[config.mk]
export PLATFORM = sky130hd
export DESIGN_NAME = ram_rmw_ctrl
export DESIGN_NICKNAME = d
export VERILOG_FILES = /design/src/rtl/ram_rmw_ctrl_pkg.sv /design/src/rtl/ram_rmw_ctrl.sv
export SDC_FILE = /design/constraint.sdc
export NUM_CORES = 1
export LEC_CHECK = 0
export CAP_MARGIN = 20
export CELL_PAD_IN_SITES_DETAIL_PLACEMENT = 2
export CELL_PAD_IN_SITES_GLOBAL_PLACEMENT = 2
export CORE_MARGIN = 1
export CORE_UTILIZATION = 39
export DETAILED_ROUTE_END_ITERATION = 10
export DONT_BUFFER_PORTS = 1
export HOLD_SLACK_MARGIN = 0.06
export PLACE_DENSITY_LB_ADDON = 0.1
export SLEW_MARGIN = 5
export SYNTH_ARGS = -nofsm -noshare
export SYNTH_HDL_FRONTEND = slang
export SYNTH_SLANG_ARGS = --single-unit
export TNS_END_PERCENT = 100
[constraint.sdc]
create_clock -name i_clk -period 5.3 [get_ports i_clk]
set_input_delay 0.795 -clock i_clk [delete_from_list [all_inputs] [get_ports i_clk]]
set_output_delay 0.795 -clock i_clk [all_outputs]
set_load 0.02 [all_outputs]
[src/rtl/ram_rmw_ctrl_pkg.sv]
// Shared types and helpers for the RAM read-modify-write front-end.
// The strobe helpers work one byte lane at a time or on a zero-padded strobe, so any data width up to MAX_DBITS is supported.
package ram_rmw_ctrl_pkg;

  localparam int MAX_DBITS = 512;
  localparam int MAX_SBITS = MAX_DBITS / 8;

  typedef enum logic [2:0] {
    ST_INIT,
    ST_IDLE,
    ST_ACCESS,
    ST_MERGE,
    ST_RESP
  } state_e;

  // One byte lane of the merge; the caller instantiates it once per lane.
  function automatic logic [7:0] strb_merge(input logic [7:0] old_byte,
                                            input logic [7:0] new_byte,
                                            input logic       strb);
    return strb ? new_byte : old_byte;
  endfunction

  function automatic logic strb_full(input logic [MAX_SBITS-1:0] strb,
                                     input int                   nbytes);
    logic f;
    f = 1'b1;
    for (int k = 0; k < MAX_SBITS; k++) begin
      if ((k < nbytes) && !strb[k]) f = 1'b0;
    end
    return f;
  endfunction

  function automatic logic strb_empty(input logic [MAX_SBITS-1:0] strb);
    return (strb == '0);
  endfunction

endpackage

[src/rtl/ram_rmw_ctrl.sv]
// Request front-end for a single-port write-first RAM; partial-strobe writes become read-modify-write.
// Optional RAM clear after reset: RAM_RMW_CTRL_INIT_EN.
//
// state     | meaning
// ST_INIT   | clearing RAM, one address per cycle (RAM_RMW_CTRL_INIT_EN only)
// ST_IDLE   | ready for a request
// ST_ACCESS | address presented; full writes land here
// ST_MERGE  | RAM word available; partial writes land here, result captured
// ST_RESP   | response held until consumed
module ram_rmw_ctrl
  import ram_rmw_ctrl_pkg::*;
#(
  parameter int abits = 12,
  parameter int dbits = 64
) (
  input  logic               i_clk,
  input  logic               i_rst,
  input  logic               i_req_valid,
  output logic               o_req_ready,
  input  logic [abits-1:0]   i_req_addr,
  input  logic               i_req_write,
  input  logic [dbits/8-1:0] i_req_wstrb,
  input  logic [dbits-1:0]   i_req_wdata,
  output logic               o_resp_valid,
  input  logic               i_resp_ready,
  output logic [dbits-1:0]   o_resp_rdata,
  output logic [abits-1:0]   o_ram_addr,
  output logic               o_ram_wena,
  output logic [dbits-1:0]   o_ram_wdata,
  input  logic [dbits-1:0]   i_ram_rdata
);

  localparam int SBITS = dbits / 8;

  state_e             state_q, state_d;
  logic [abits-1:0]   addr_q, addr_d;
  logic               write_q, write_d;
  logic [SBITS-1:0]   wstrb_q, wstrb_d;
  logic [dbits-1:0]   wdata_q, wdata_d;
  logic [dbits-1:0]   rdata_q, rdata_d;
`ifdef RAM_RMW_CTRL_INIT_EN
  logic [abits-1:0]   init_cnt_q, init_cnt_d;
`endif

  logic [MAX_SBITS-1:0] strb_pad;
  logic [dbits-1:0]     merged;
  logic                 full_wr, part_wr;

  always_comb begin
    strb_pad = '0;
    strb_pad[SBITS-1:0] = wstrb_q;
  end

  assign full_wr = write_q && strb_full(strb_pad, SBITS);
  assign part_wr = write_q && !strb_full(strb_pad, SBITS) && !strb_empty(strb_pad);

  for (genvar k = 0; k < SBITS; k++) begin : g_lane
    assign merged[8*k +: 8] = strb_merge(i_ram_rdata[8*k +: 8], wdata_q[8*k +: 8], wstrb_q[k]);
  end

  always_comb begin
    state_d      = state_q;
    addr_d       = addr_q;
    write_d      = write_q;
    wstrb_d      = wstrb_q;
    wdata_d      = wdata_q;
    rdata_d      = rdata_q;
`ifdef RAM_RMW_CTRL_INIT_EN
    init_cnt_d   = init_cnt_q;
`endif
    o_req_ready  = 1'b0;
    o_resp_valid = 1'b0;
    o_ram_addr   = addr_q;
    o_ram_wena   = 1'b0;
    o_ram_wdata  = wdata_q;

    case (state_q)
      ST_INIT: begin
`ifdef RAM_RMW_CTRL_INIT_EN
        o_ram_wena  = 1'b1;
        o_ram_addr  = init_cnt_q;
        o_ram_wdata = '0;
        init_cnt_d  = init_cnt_q + 1'b1;
        if (init_cnt_q == {abits{1'b1}}) state_d = ST_IDLE;
`else
        state_d = ST_IDLE;
`endif
      end
      ST_IDLE: begin
        o_req_ready = 1'b1;
        if (i_req_valid) begin
          addr_d  = i_req_addr;
          write_d = i_req_write;
          wstrb_d = i_req_wstrb;
          wdata_d = i_req_wdata;
          state_d = ST_ACCESS;
        end
      end
      ST_ACCESS: begin
        o_ram_wena = full_wr;
        state_d    = ST_MERGE;
      end
      ST_MERGE: begin
        // Full writes read back wdata here thanks to the write-first RAM.
        if (part_wr) begin
          o_ram_wena  = 1'b1;
          o_ram_wdata = merged;
        end
        rdata_d = o_ram_wena ? o_ram_wdata : i_ram_rdata;
        state_d = ST_RESP;
      end
      ST_RESP: begin
        o_resp_valid = 1'b1;
        if (i_resp_ready) state_d = ST_IDLE;
      end
      default: state_d = ST_IDLE;
    endcase
  end

  assign o_resp_rdata = rdata_q;

  always_ff @(posedge i_clk or posedge i_rst) begin
    if (i_rst) begin
`ifdef RAM_RMW_CTRL_INIT_EN
      state_q    <= ST_INIT;
      init_cnt_q <= '0;
`else
      state_q    <= ST_IDLE;
`endif
      addr_q     <= '0;
      write_q    <= 1'b0;
      wstrb_q    <= '0;
      wdata_q    <= '0;
      rdata_q    <= '0;
    end else begin
      state_q    <= state_d;
`ifdef RAM_RMW_CTRL_INIT_EN
      init_cnt_q <= init_cnt_d;
`endif
      addr_q     <= addr_d;
      write_q    <= write_d;
      wstrb_q    <= wstrb_d;
      wdata_q    <= wdata_d;
      rdata_q    <= rdata_d;
    end
  end

endmodule

==> flow_metrics.py <==
metrics = {
    "power": {
        "power.density_nw_per_um2": 762,
        "final_total_power_w": 0.00608,
        "p_leak_nw": 3.42,
        "worst_ir_drop_vdd_mv": 0.260,
    },
    "setup_path": {
        "critical_path_buf_inv_count": 0,
        "worst_path_cell_trace": "and3b_4, o211ai_4, nor2_2, mux2_2",
        "worst-endpoint-required_ns": 4.51,
        "critical-path-slowest-cell": "sky130_fd_sc_hd__dfstp_2",
        "critPathMaxFanout": 33,
        "worst_setup_ep_type": "output port",
        "critPathKind": "reg -> out",
        "setup.worst_path.start_class": "flip-flop",
        "critPathTopFamily": "simple AND/OR/NAND/NOR gates",
        "critPathArrivalTime_ns": 2.72,
        "slowest_delay_ns": 0.57,
    },
    "logic_synthesis": {
        "synth_area_per_cell_um2": 12.7,
        "synth.ff_latch_count": 152,
        "synth-edff-count": 0,
        "synthesized_instance_count": 561,
        "post_synth_design_cell_area_um2": 7120,
        "seq_area_frac_synth": 0.534,
        "synthesis.nets": 714,
        "synth.yosys.warnings": 0,
        "synth_cell_types": 29,
        "synth_top_flop_cell": "sky130_fd_sc_hd__dfrtp_1",
        "synth_async_sr_flop_share": 1.00,
    },
    "routing": {
        "drt_pre_antenna_iters": 4,
        "route.detailed.drc": 0,
        "ant_nets": 0,
        "wire_per_inst_um": 23.7,
        "initialDrtViolationCount": 92,
        "vias": 4498,
        "avgViaCountPerCell": 5.60,
        "drt-total-wl_um": 19000,
    },
    "placed_design": {
        "globalplace.congestion": 0.759,
        "place_ws_ns": 2.20,
        "number_of_buffers_inserted_by_port_buffering": 0,
        "dp_hpwl_um": 13700,
        "place_inst": 766,
    },
    "die": {
        "die-width_um": 137,
        "die-area_um2": 18800,
        "floorplan.initialDensity": 0.398,
        "io-pin-count": 296,
        "floorplan.core_area_um2": 17900,
        "placement_rows": 49,
        "die_h_um": 137,
    },
    "finish": {
        "mostFrequentLayoutCells": "sky130_fd_sc_hd__dfrtp_1 (151), sky130_fd_sc_hd__mux2_2 (143), sky130_fd_sc_hd__nor2_1 (69)",
        "area_growth_pct": 12.0,
        "utilization": 0.445,
        "final-instance-count-excl-fill": 803,
        "nets": 710,
        "final_layout_size_suffix_gt1_frac": 0.356,
        "final.fill_count": 1769,
        "mostFrequentLayoutCell": "sky130_fd_sc_hd__dfrtp_1",
    },
    "outcome": {
        "result_of_the_run": "complete, no violations",
    },
    "cts": {
        "clock_insertion_delay_worst_skew_ns": 0.42,
        "clk_transition_reported_paths_ns": 0.06,
        "cts_resized": 0,
        "numCtsBuffers": 17,
        "cts.repair_timing.setup_buffer_count": 0,
        "cts.htree.levels": 4,
        "cts.sink_count": 152,
        "cts-hold-fix-buffers": 0,
        "cts_tree": "done",
        "clock_path_buffers": 2,
        "cts_root_buffer": "sky130_fd_sc_hd__clkbuf_16",
    },
    "sta": {
        "rsz0062_at_grt": "false",
        "worstMarginPinSlew_ns": 0.987,
        "setup_slack_ns": 1.78,
        "final-hold-violation-count": 0,
        "clock-skew-final_ns": 0.00850,
        "setup_violations_final": 0,
        "final.setup.tns_ns": 0,
        "fmaxAchievable_mhz": 284,
        "period_needed_ns": 3.52,
        "final_max_slew_viol_count": 0,
        "final_min_period_over_clock_period": 0.664,
        "max-slew-margin-rel": 0.342,
    },
    "grt": {
        "grt_pass1_vias": 4973,
        "number_of_antenna_violations_at_the_first_check_in_global_routing": 6,
        "grt_first_pass_wirelength_um": 28500,
        "gr-total-overflow": 0,
        "maximum_number_of_pins_on_one_net_before_global_route_repair": 110,
        "grt_usage": 0.205,
    },
    "job": {
        "max_cap_violations": 0,
    },
    "hold_path": {
        "worstHoldPathType": "in -> async",
    },
}
## cell usage after synthesis (2+ instances only)
| cell | instances | share of area |
|---|---|---|
| sky130_fd_sc_hd__dfrtp_1 | 151 | 0.53 |
| sky130_fd_sc_hd__mux2_2 | 143 | 0.23 |
| sky130_fd_sc_hd__nor2_1 | 69 | 0.036 |
| sky130_fd_sc_hd__a21oi_1 | 65 | 0.046 |
| sky130_fd_sc_hd__mux2i_1 | 64 | 0.090 |
| sky130_fd_sc_hd__clkbuf_1 | 20 | 0.011 |
| sky130_fd_sc_hd__nor2_2 | 8 | 0.0070 |
| sky130_fd_sc_hd__o211ai_2 | 7 | 0.012 |
| sky130_fd_sc_hd__buf_2 | 6 | 0.0042 |
| sky130_fd_sc_hd__mux2_4 | 5 | 0.011 |
| sky130_fd_sc_hd__buf_1 | 2 | 0.0011 |
| sky130_fd_sc_hd__inv_1 | 2 | 0.0011 |
| sky130_fd_sc_hd__nand2b_1 | 2 | 0.0018 |
| sky130_fd_sc_hd__nand4_1 | 2 | 0.0018 |
## flip-flops by register name (all words and copies together) (netlist names)
register and count:
o_ram_addr 12, write_q 1, wdata_q 64, wstrb_q 8, state_q 3, o_resp_rdata 64
## final cells by class
cell class | instances | area [um^2] | area share
inverters | 2 | 12.5 | 0.00157
well taps | 229 | 287 | 0.0359
repair buffers | 5 | 57.6 | 0.00722
flip-flops and latches | 152 | 3800 | 0.477
clock inverters | 11 | 148 | 0.0185
multi-input cells | 379 | 3200 | 0.402
diodes | 4 | 10.0 | 0.00126
clock buffers | 21 | 450 | 0.0565
## per-stage QoR
| step | instance area, um^2 | hold WS (ns) |
|---|---|---|
| after global routing | 7970 | 0.173 |
| after floorplan | 7120 | 0.446 |
| after detailed placement | 7340 | 0.487 |
| after global placement | 7340 | 0.460 |
| final | 7970 | 0.185 |
| after CTS | 7940 | 0.470 |
## final timing paths
check	from	end	slack [ns]	depth (start not counted)
max	state_q[0]	o_ram_wdata[13]	1.78	4
min	i_rst	wdata_q[60]	0.18	1
max reg2reg	wstrb_q[1]	o_resp_rdata[57]	2.94	4
min reg2reg	state_q[2]	state_q[1]	0.50	1
max in group asynchronous	i_rst	wdata_q[24]	3.83	3
min in group i_clk	i_resp_ready	state_q[2]	0.49	1
## worst register-to-register path, cell delays in order (launching register included)
cell and delay [ns]:
sky130_fd_sc_hd__dfrtp_1 0.45, sky130_fd_sc_hd__nand4_1 0.52, sky130_fd_sc_hd__o211ai_2 0.80, sky130_fd_sc_hd__mux2i_1 0.30, sky130_fd_sc_hd__a21oi_1 0.10
## per-layer routing
layer,wire (um),track usage
met5,31,0
met2,9760,0.350
met1,7170,0.228
met3,1790,0.0878
met4,252,0.0696
## report_power, final
group          internal [W]  switching [W]  leakage, nW
Combinational      0.000989        0.00128         1.41
Sequential          0.00174       0.000835         1.72
Clock              0.000755       0.000476        0.291
Total               0.00349        0.00259         3.42
## cells by family after synthesis
logic type | after synthesis | synth area share
muxes | 213 | 0.328
and+or+nand+nor | 88 | 0.0540
AOI/OAI and AO/OA | 78 | 0.0664
buffers and inverters | 30 | 0.0169
DFF | 152 | 0.534
Note: power is estimated with default switching activity, not from simulation.
